### src/rtl/mem_access_stage.sv
// Memory-access pipeline stage: takes one execute result at a time, issues an
// aligned data-memory request for loads/stores, and produces a one-cycle
// writeback pulse with the (extended) load value or the ALU result.
//
// Handshake: an execute result transfers on a rising edge where
// ex_valid && ex_ready. ex_ready is high only while the stage is idle; the
// producer must hold its fields stable until that edge. The memory side is
// not back-pressured: dmem_read/dmem_write stay high, with address, mask and
// data frozen, until the single-cycle dmem_resp pulse arrives.
module mem_access_stage (
  input  logic        clk,
  input  logic        rst,
  input  logic        ex_valid,
  output logic        ex_ready,
  input  logic [31:0] ex_alu,
  input  logic [31:0] ex_rs2,
  input  logic [2:0]  ex_funct3,
  input  logic [4:0]  ex_rd,
  input  logic        ex_load,
  input  logic        ex_store,
  input  logic        ex_regwrite,
  output logic        dmem_read,
  output logic        dmem_write,
  output logic [31:0] dmem_address,
  output logic [3:0]  dmem_wmask,
  output logic [31:0] dmem_wdata,
  input  logic [31:0] dmem_rdata,
  input  logic        dmem_resp,
  output logic        wb_valid,
  output logic [4:0]  wb_rd,
  output logic [31:0] wb_data,
  output logic        wb_regwrite,
  output logic        misalign_err
);

  typedef enum logic {IDLE, ACCESS} state_e;

  state_e      state_q, state_d;
  logic [31:0] alu_q, alu_d;
  logic [2:0]  funct3_q, funct3_d;
  logic [4:0]  rd_q, rd_d;
  logic        regwrite_q, regwrite_d;
  logic        load_q, load_d;
  logic        read_q, read_d;
  logic        write_q, write_d;
  logic [31:0] addr_q, addr_d;
  logic [3:0]  wmask_q, wmask_d;
  logic [31:0] wdata_q, wdata_d;
  logic        wb_valid_q, wb_valid_d;
  logic [4:0]  wb_rd_q, wb_rd_d;
  logic [31:0] wb_data_q, wb_data_d;
  logic        wb_regwrite_q, wb_regwrite_d;
  logic        misalign_q, misalign_d;

  logic [1:0]  off;
  logic        accept, is_load, is_store, is_mem, misaligned;
  logic [3:0]  store_mask;
  logic [31:0] rshift, load_val;

  assign ex_ready     = (state_q == IDLE);
  assign dmem_read    = read_q;
  assign dmem_write   = write_q;
  assign dmem_address = addr_q;
  assign dmem_wmask   = wmask_q;
  assign dmem_wdata   = wdata_q;
  assign wb_valid     = wb_valid_q;
  assign wb_rd        = wb_rd_q;
  assign wb_data      = wb_data_q;
  assign wb_regwrite  = wb_regwrite_q;
  assign misalign_err = misalign_q;

  // Decode of the incoming execute result: class, alignment and store lanes.
  always_comb begin
    off        = ex_alu[1:0];
    accept     = ex_valid & ex_ready;
    is_load    = ex_load;                 // load wins if both flags are set
    is_store   = ex_store & ~ex_load;
    is_mem     = is_load | is_store;
    misaligned = is_mem &
                 (((ex_funct3[1:0] == 2'b01) && (off == 2'd3)) ||
                  (ex_funct3[1] && (off != 2'd0)));
    case (ex_funct3[1:0])
      2'b00:   store_mask = 4'b0001 << off;
      2'b01:   store_mask = 4'b0011 << off;
      default: store_mask = 4'b1111;
    endcase
  end

  // Lane selection and sign/zero extension of the returned read word.
  always_comb begin
    rshift = dmem_rdata >> {alu_q[1:0], 3'b000};
    case (funct3_q)
      3'b000:  load_val = {{24{rshift[7]}}, rshift[7:0]};
      3'b001:  load_val = {{16{rshift[15]}}, rshift[15:0]};
      3'b100:  load_val = {24'd0, rshift[7:0]};
      3'b101:  load_val = {16'd0, rshift[15:0]};
      default: load_val = dmem_rdata;
    endcase
  end

  // Next-state and next-output logic for the IDLE/ACCESS controller.
  always_comb begin
    state_d       = state_q;
    alu_d         = alu_q;
    funct3_d      = funct3_q;
    rd_d          = rd_q;
    regwrite_d    = regwrite_q;
    load_d        = load_q;
    read_d        = read_q;
    write_d       = write_q;
    addr_d        = addr_q;
    wmask_d       = wmask_q;
    wdata_d       = wdata_q;
    wb_valid_d    = 1'b0;
    wb_rd_d       = wb_rd_q;
    wb_data_d     = wb_data_q;
    wb_regwrite_d = wb_regwrite_q;
    misalign_d    = 1'b0;
    case (state_q)
      IDLE: begin
        if (accept) begin
          alu_d      = ex_alu;
          funct3_d   = ex_funct3;
          rd_d       = ex_rd;
          regwrite_d = ex_regwrite;
          load_d     = is_load;
          if (!is_mem || misaligned) begin
            // Completes without touching memory: writeback next cycle.
            wb_valid_d    = 1'b1;
            wb_data_d     = ex_alu;
            wb_rd_d       = ex_rd;
            wb_regwrite_d = ex_regwrite & ~is_mem;
            misalign_d    = misaligned;
          end else begin
            state_d = ACCESS;
            read_d  = is_load;
            write_d = is_store;
            addr_d  = {ex_alu[31:2], 2'b00};
            wmask_d = is_store ? store_mask : 4'b0000;
            wdata_d = is_store ? (ex_rs2 << {off, 3'b000}) : 32'd0;
          end
        end
      end
      ACCESS: begin
        if (dmem_resp) begin
          state_d       = IDLE;
          read_d        = 1'b0;
          write_d       = 1'b0;
          wb_valid_d    = 1'b1;
          wb_rd_d       = rd_q;
          wb_data_d     = load_q ? load_val : alu_q;
          wb_regwrite_d = regwrite_q & load_q;
        end
      end
      default: state_d = IDLE;
    endcase
  end

  // State and output registers; reset drops any outstanding request at once.
  always_ff @(posedge clk or posedge rst) begin
    if (rst) begin
      state_q       <= IDLE;
      alu_q         <= 32'd0;
      funct3_q      <= 3'd0;
      rd_q          <= 5'd0;
      regwrite_q    <= 1'b0;
      load_q        <= 1'b0;
      read_q        <= 1'b0;
      write_q       <= 1'b0;
      addr_q        <= 32'd0;
      wmask_q       <= 4'd0;
      wdata_q       <= 32'd0;
      wb_valid_q    <= 1'b0;
      wb_rd_q       <= 5'd0;
      wb_data_q     <= 32'd0;
      wb_regwrite_q <= 1'b0;
      misalign_q    <= 1'b0;
    end else begin
      state_q       <= state_d;
      alu_q         <= alu_d;
      funct3_q      <= funct3_d;
      rd_q          <= rd_d;
      regwrite_q    <= regwrite_d;
      load_q        <= load_d;
      read_q        <= read_d;
      write_q       <= write_d;
      addr_q        <= addr_d;
      wmask_q       <= wmask_d;
      wdata_q       <= wdata_d;
      wb_valid_q    <= wb_valid_d;
      wb_rd_q       <= wb_rd_d;
      wb_data_q     <= wb_data_d;
      wb_regwrite_q <= wb_regwrite_d;
      misalign_q    <= misalign_d;
    end
  end

endmodule

### config.mk
export PLATFORM = sky130hd
export DESIGN_NAME = mem_access_stage
export DESIGN_NICKNAME = d
export VERILOG_FILES = /design/src/rtl/mem_access_stage.sv
export SDC_FILE = /design/constraint.sdc
export NUM_CORES = 1
export LEC_CHECK = 0
export BUFFER_PORTS_ARGS = -buffer_cell sky130_fd_sc_hd__buf_2
export CAP_MARGIN = 25
export CORE_MARGIN = 3
export CORE_UTILIZATION = 38
export DETAILED_ROUTE_END_ITERATION = 10
export GPL_TIMING_DRIVEN = 0
export PLACE_DENSITY = 0.69
export SLEW_MARGIN = 20
export SYNTH_ARGS = -nofsm -noshare
export SYNTH_HDL_FRONTEND = slang
export SYNTH_SLANG_ARGS = --single-unit
### constraint.sdc
create_clock -name clk -period 5.9 [get_ports clk]
set_input_delay 0.295 -clock clk [delete_from_list [all_inputs] [get_ports clk]]
set_output_delay 0.295 -clock clk [all_outputs]
set_load 0.02 [all_outputs]
==> results by group <==
Run status
  • Outcome: finished, final reports clean

STA
  • RSZ-0062 raised after global routing: false
  • Slew @ Worst Pin: approximately 740 ps
  • Worst Skew: about 13 ps
  • Setup_tns: 0 ps
  • Setup-failing EPs final: 0
  • Final hold vios: 0
  • Maximum clock rate: between 300 and 400 MHz
  • Slew Viols, Final: 0
  • Crit path setup slack, layout: between 3000 and 4000 ps
  • Slew HR: slightly above 50%
  • Final worst path period share: between 40% and 50%
  • Post-route minimum period: between 2000 and 3000 ps

Detailed routing
  • DR vias: approximately 6800
  • Top Metal Used: met5
  • DRC viols: 0
  • Starting DRT DRC Count: ~460
  • M1 wire length: roughly 11000 um
  • Average wire per standard cell: approximately 20 um
  • Met2 WL post-DR: about 12000 um
  • Met3 wire length: approximately 2100 um
  • Routed WL: between 20000 and 25000 um
  • Vias/cell: ~5.5
  • Antenna-violating nets left: 0
  • Drt first pass iters: 5

Die
  • Initial core utilization: between 30% and 40%
  • Core ar.: approximately 0.019 sq mm
  • Die Y: around 150 um
  • DIE AREA: 0.0213 sq mm
  • Die width: around 150 um
  • I/O pins: 222
  • Num rows: 50

Synth
  • Post-Synth XOR/XNOR Area: 0%
  • Syn Area/Cell: roughly 10 sq um
  • Cell Area, Synth: 0.00744 sq mm
  • Post-synth EDFFs: 0
  • Adder-Cell Fraction of Synth Area: 0%
  • Post-synthesis cell type count: 49
  • Synth area leader: dfrtp_1
  • Commonest register cell after synthesis: dfrtp_1
  • Largest family of logic cells by synthesized area: compound AO/OA/AOI/OAI gates
  • Synth Area in Compound Gates: approximately a fifth
  • Multiplexer area fraction after synthesis: between 10 and 15%
  • Top-area cell type share of the netlist area: around half
  • Sequential fraction of the synthesis area: about 50%
  • Total number of yosys warnings: 0
  • Post-synth ARST share: between 90% and 100%
  • Synth area leaders: dfrtp_1, mux2_2, mux2i_1, a21oi_1, nand2_1
  • Yosys reg bits: ~150
  • Synth Area in Simple Gates: between 10% and 20%
  • Gate Count Post-Synth: a little over 700

Cells and area
  • Design Area, Final: between 0.009 and 0.01 sq mm
  • Area growth from synthesis to layout: 27.9%
  • Share of layout cells above drive strength 1: a little over a third
  • Fin nets: 1077

Clock network
  • Reg clk slew, reported paths: 60 ps
  • H-tree Lvls: 4
  • Clock Latency Late Sink: ~430 ps
  • CTS tree: built
  • CTS max path bufs: 2
  • Post-CTS sizing: 0
  • Root Driver: clkbuf_16
  • Clk sinks: about 150
  • Num CTS Buffers: 17

Critical path
  • Endpoint kind of the worst setup timing path: register
  • CP Launch Type: register
  • Crit Path Category: register to register
  • CP Max Fanout: 10
  • Critical path's most frequent cell: buf_2
  • Critical path data arrival time: 2890 ps
  • Slowest CP cell: a2111oi_0
  • Crit-path cells: buf_2, nand2b_1, buf_2, nor2_1, nand3_1, buf_2, a2111oi_0, a21o_1
  • Worst Path Required: 6250 ps
  • Max incr delay on CP: around 620 ps

Power
  • Pwr/cell area: 380 mW/mm^2
  • Clock Power Share: approximately 31%
  • Comb pwr share: a little under a third
  • Leak Pwr: approximately 4.5 nW
  • Sw Pwr: between 1 and 1.5 mW
  • Net Sw Frac: around a third
  • Peak supply drop: approximately 200 uV
  • Sequential Power Share: a little under two fifths
  • Int Power: about 2.4 mW

GRT
  • Global-route wire length before repair: 38700 um
  • Gr ovfl total: 0
  • Initial antenna violation count: 6
  • Vias in the first global route: ~6800
  • Pin count of the biggest net entering global routing: 101
  • Total GRT Usage: 23.1%

Place
  • Gpl congestion: between 0.9 and 1
  • Port Buffers: 218
  • Cell Area, Placed: 0.00890 sq mm
  • Worst slack, placed: between 3000 and 4000 ps
  • HPWL Detailed: 18800 um

Hold path
  • HP Class: input port to register

Flow run
  • Max-cap viol count: 0
synthesized netlist by cell type (7+ instances only):
master and n:
o31ai_1 22, nand2b_1 12, buf_1 7, buf_2 15, inv_1 13, nor2_1 62, a21oi_1 51, a2111oi_0 8
mux2i_1 26, o21ai_0 42, a31oi_1 10, clkbuf_1 35, o22ai_1 7, a21o_1 16, dfrtp_1 151, nand2_1 62
o21ai_1 10, a211oi_1 9, mux2_2 72, nor2b_1 12, nand3_1 7, a22oi_1 13, a221oi_1 17, or3_1 7
cell usage in the layout, fill, tap and decap left out, drive strengths merged, types with 4 or more instances in the layout:
cell type  synthesis  routed
or3                7       7
mux2              72      72
a2111oi            8       8
nand3              7       7
nand2             62      62
o31ai             22      22
a211oi             9       9
dfrtp            151     151
a21o              16      16
nand2b            12      12
mux2i             26      26
inv               14      16
buf               26     245
nor2b             12      12
o21ai             52      52
clkbuf            35      56
a21oi             52      52
a221oi            17      17
o211a              5       5
a31oi             10      10
o22ai              8       8
nand3b             4       4
o21a               6       6
a22oi             13      13
nor2              62      62
cell families after synthesis:
group                  after synthesis
and+or+nand+nor                    172
AOI/OAI and AO/OA                  229
muxes                               98
buffers and inverters               75
DFF                                151
other                                1
routing by layer:
layer | track usage (%) | vias up
met3 | 6.91 | 37
li1 | - | 3116
met4 | 7.12 | 4
met2 | 37.2 | 311
met5 | 0 | -
met1 | 30.2 | 3291
layout make-up:
class	instances	area (sq um)
Buffer	61	267
Antenna cell	2	5.00
Timing Repair Buffer	220	1130
Clock buffer	21	460
Inverter	14	60.1
Sequential cell	151	3780
Multi-Input combinational cell	501	3350
Fill cell	1811	9440
Clock inverter	10	144
Tap cell	260	325
critical path: cells and delay by family, from the launching register on:
kind                   cells  cell delay, ps
flip-flops                 1             350
AO/OA/AOI/OAI              2             760
AND/OR/NAND/NOR            3             710
buffers and inverters      3             650
metrics by stage:
stage / hold WS (ps) / util (%) / total power, mW / instances
floorplan: 391 / - / 2.08 / 727
global placement: 455 / 46.7 / 2.48 / 1205
detailed placement: 331 / 46.9 / 2.50 / 1206
CTS: 90.5 / 50.2 / 3.64 / 1238
global route: 90.4 / 50.2 / 3.80 / 1239
finish: 111 / 50.2 / 3.61 / 1240
repair_timing:
action / CTS / global route
endpoints found under the hold margin: 51 / 0
hold buffers: 1 / 0
buffers inserted: 0 / 0
registers in the layout (all words and copies together) (netlist names):
name / flops
alu_q: 32
dmem_address: 30
dmem_read: 1
dmem_wdata: 32
dmem_wmask: 4
dmem_write: 1
funct3_q: 3
load_q: 1
misalign_err: 1
rd_q: 5
regwrite_q: 1
state_q: 1
wb_data: 32
wb_rd: 5
wb_regwrite: 1
wb_valid: 1
power by group through the flow:
stage	Combinational (mW)	Sequential, mW	Clock, mW
final	1.11	1.38	1.13
after detailed placement	1.11	1.39	0
after global placement	1.09	1.38	0
after floorplan	0.491	1.59	0
after CTS	1.11	1.37	1.16
after global routing	1.20	1.40	1.21
path summary, 6_finish.rpt:
check / start / to / slack (ps) / depth (start not counted)
max in group asynchronous: rst / wb_data[1]$_DFFE_PP0P_ / 4620 / 4
setup reg to reg: state_q$_DFF_PP0_ / dmem_wdata[25]$_DFFE_PP0P_ / 3360 / 8
hold / removal: ex_funct3[2] / funct3_q[2]$_DFFE_PP0P_ / 110 / 2
setup / recovery: state_q$_DFF_PP0_ / dmem_wdata[25]$_DFFE_PP0P_ / 3360 / 8
min in group asynchronous: rst / dmem_address[10]$_DFFE_PP0P_ / 430 / 3
hold reg to reg: wb_data[6]$_DFFE_PP0P_ / wb_data[6]$_DFFE_PP0P_ / 470 / 1
Power figures use the tool's default switching activity.
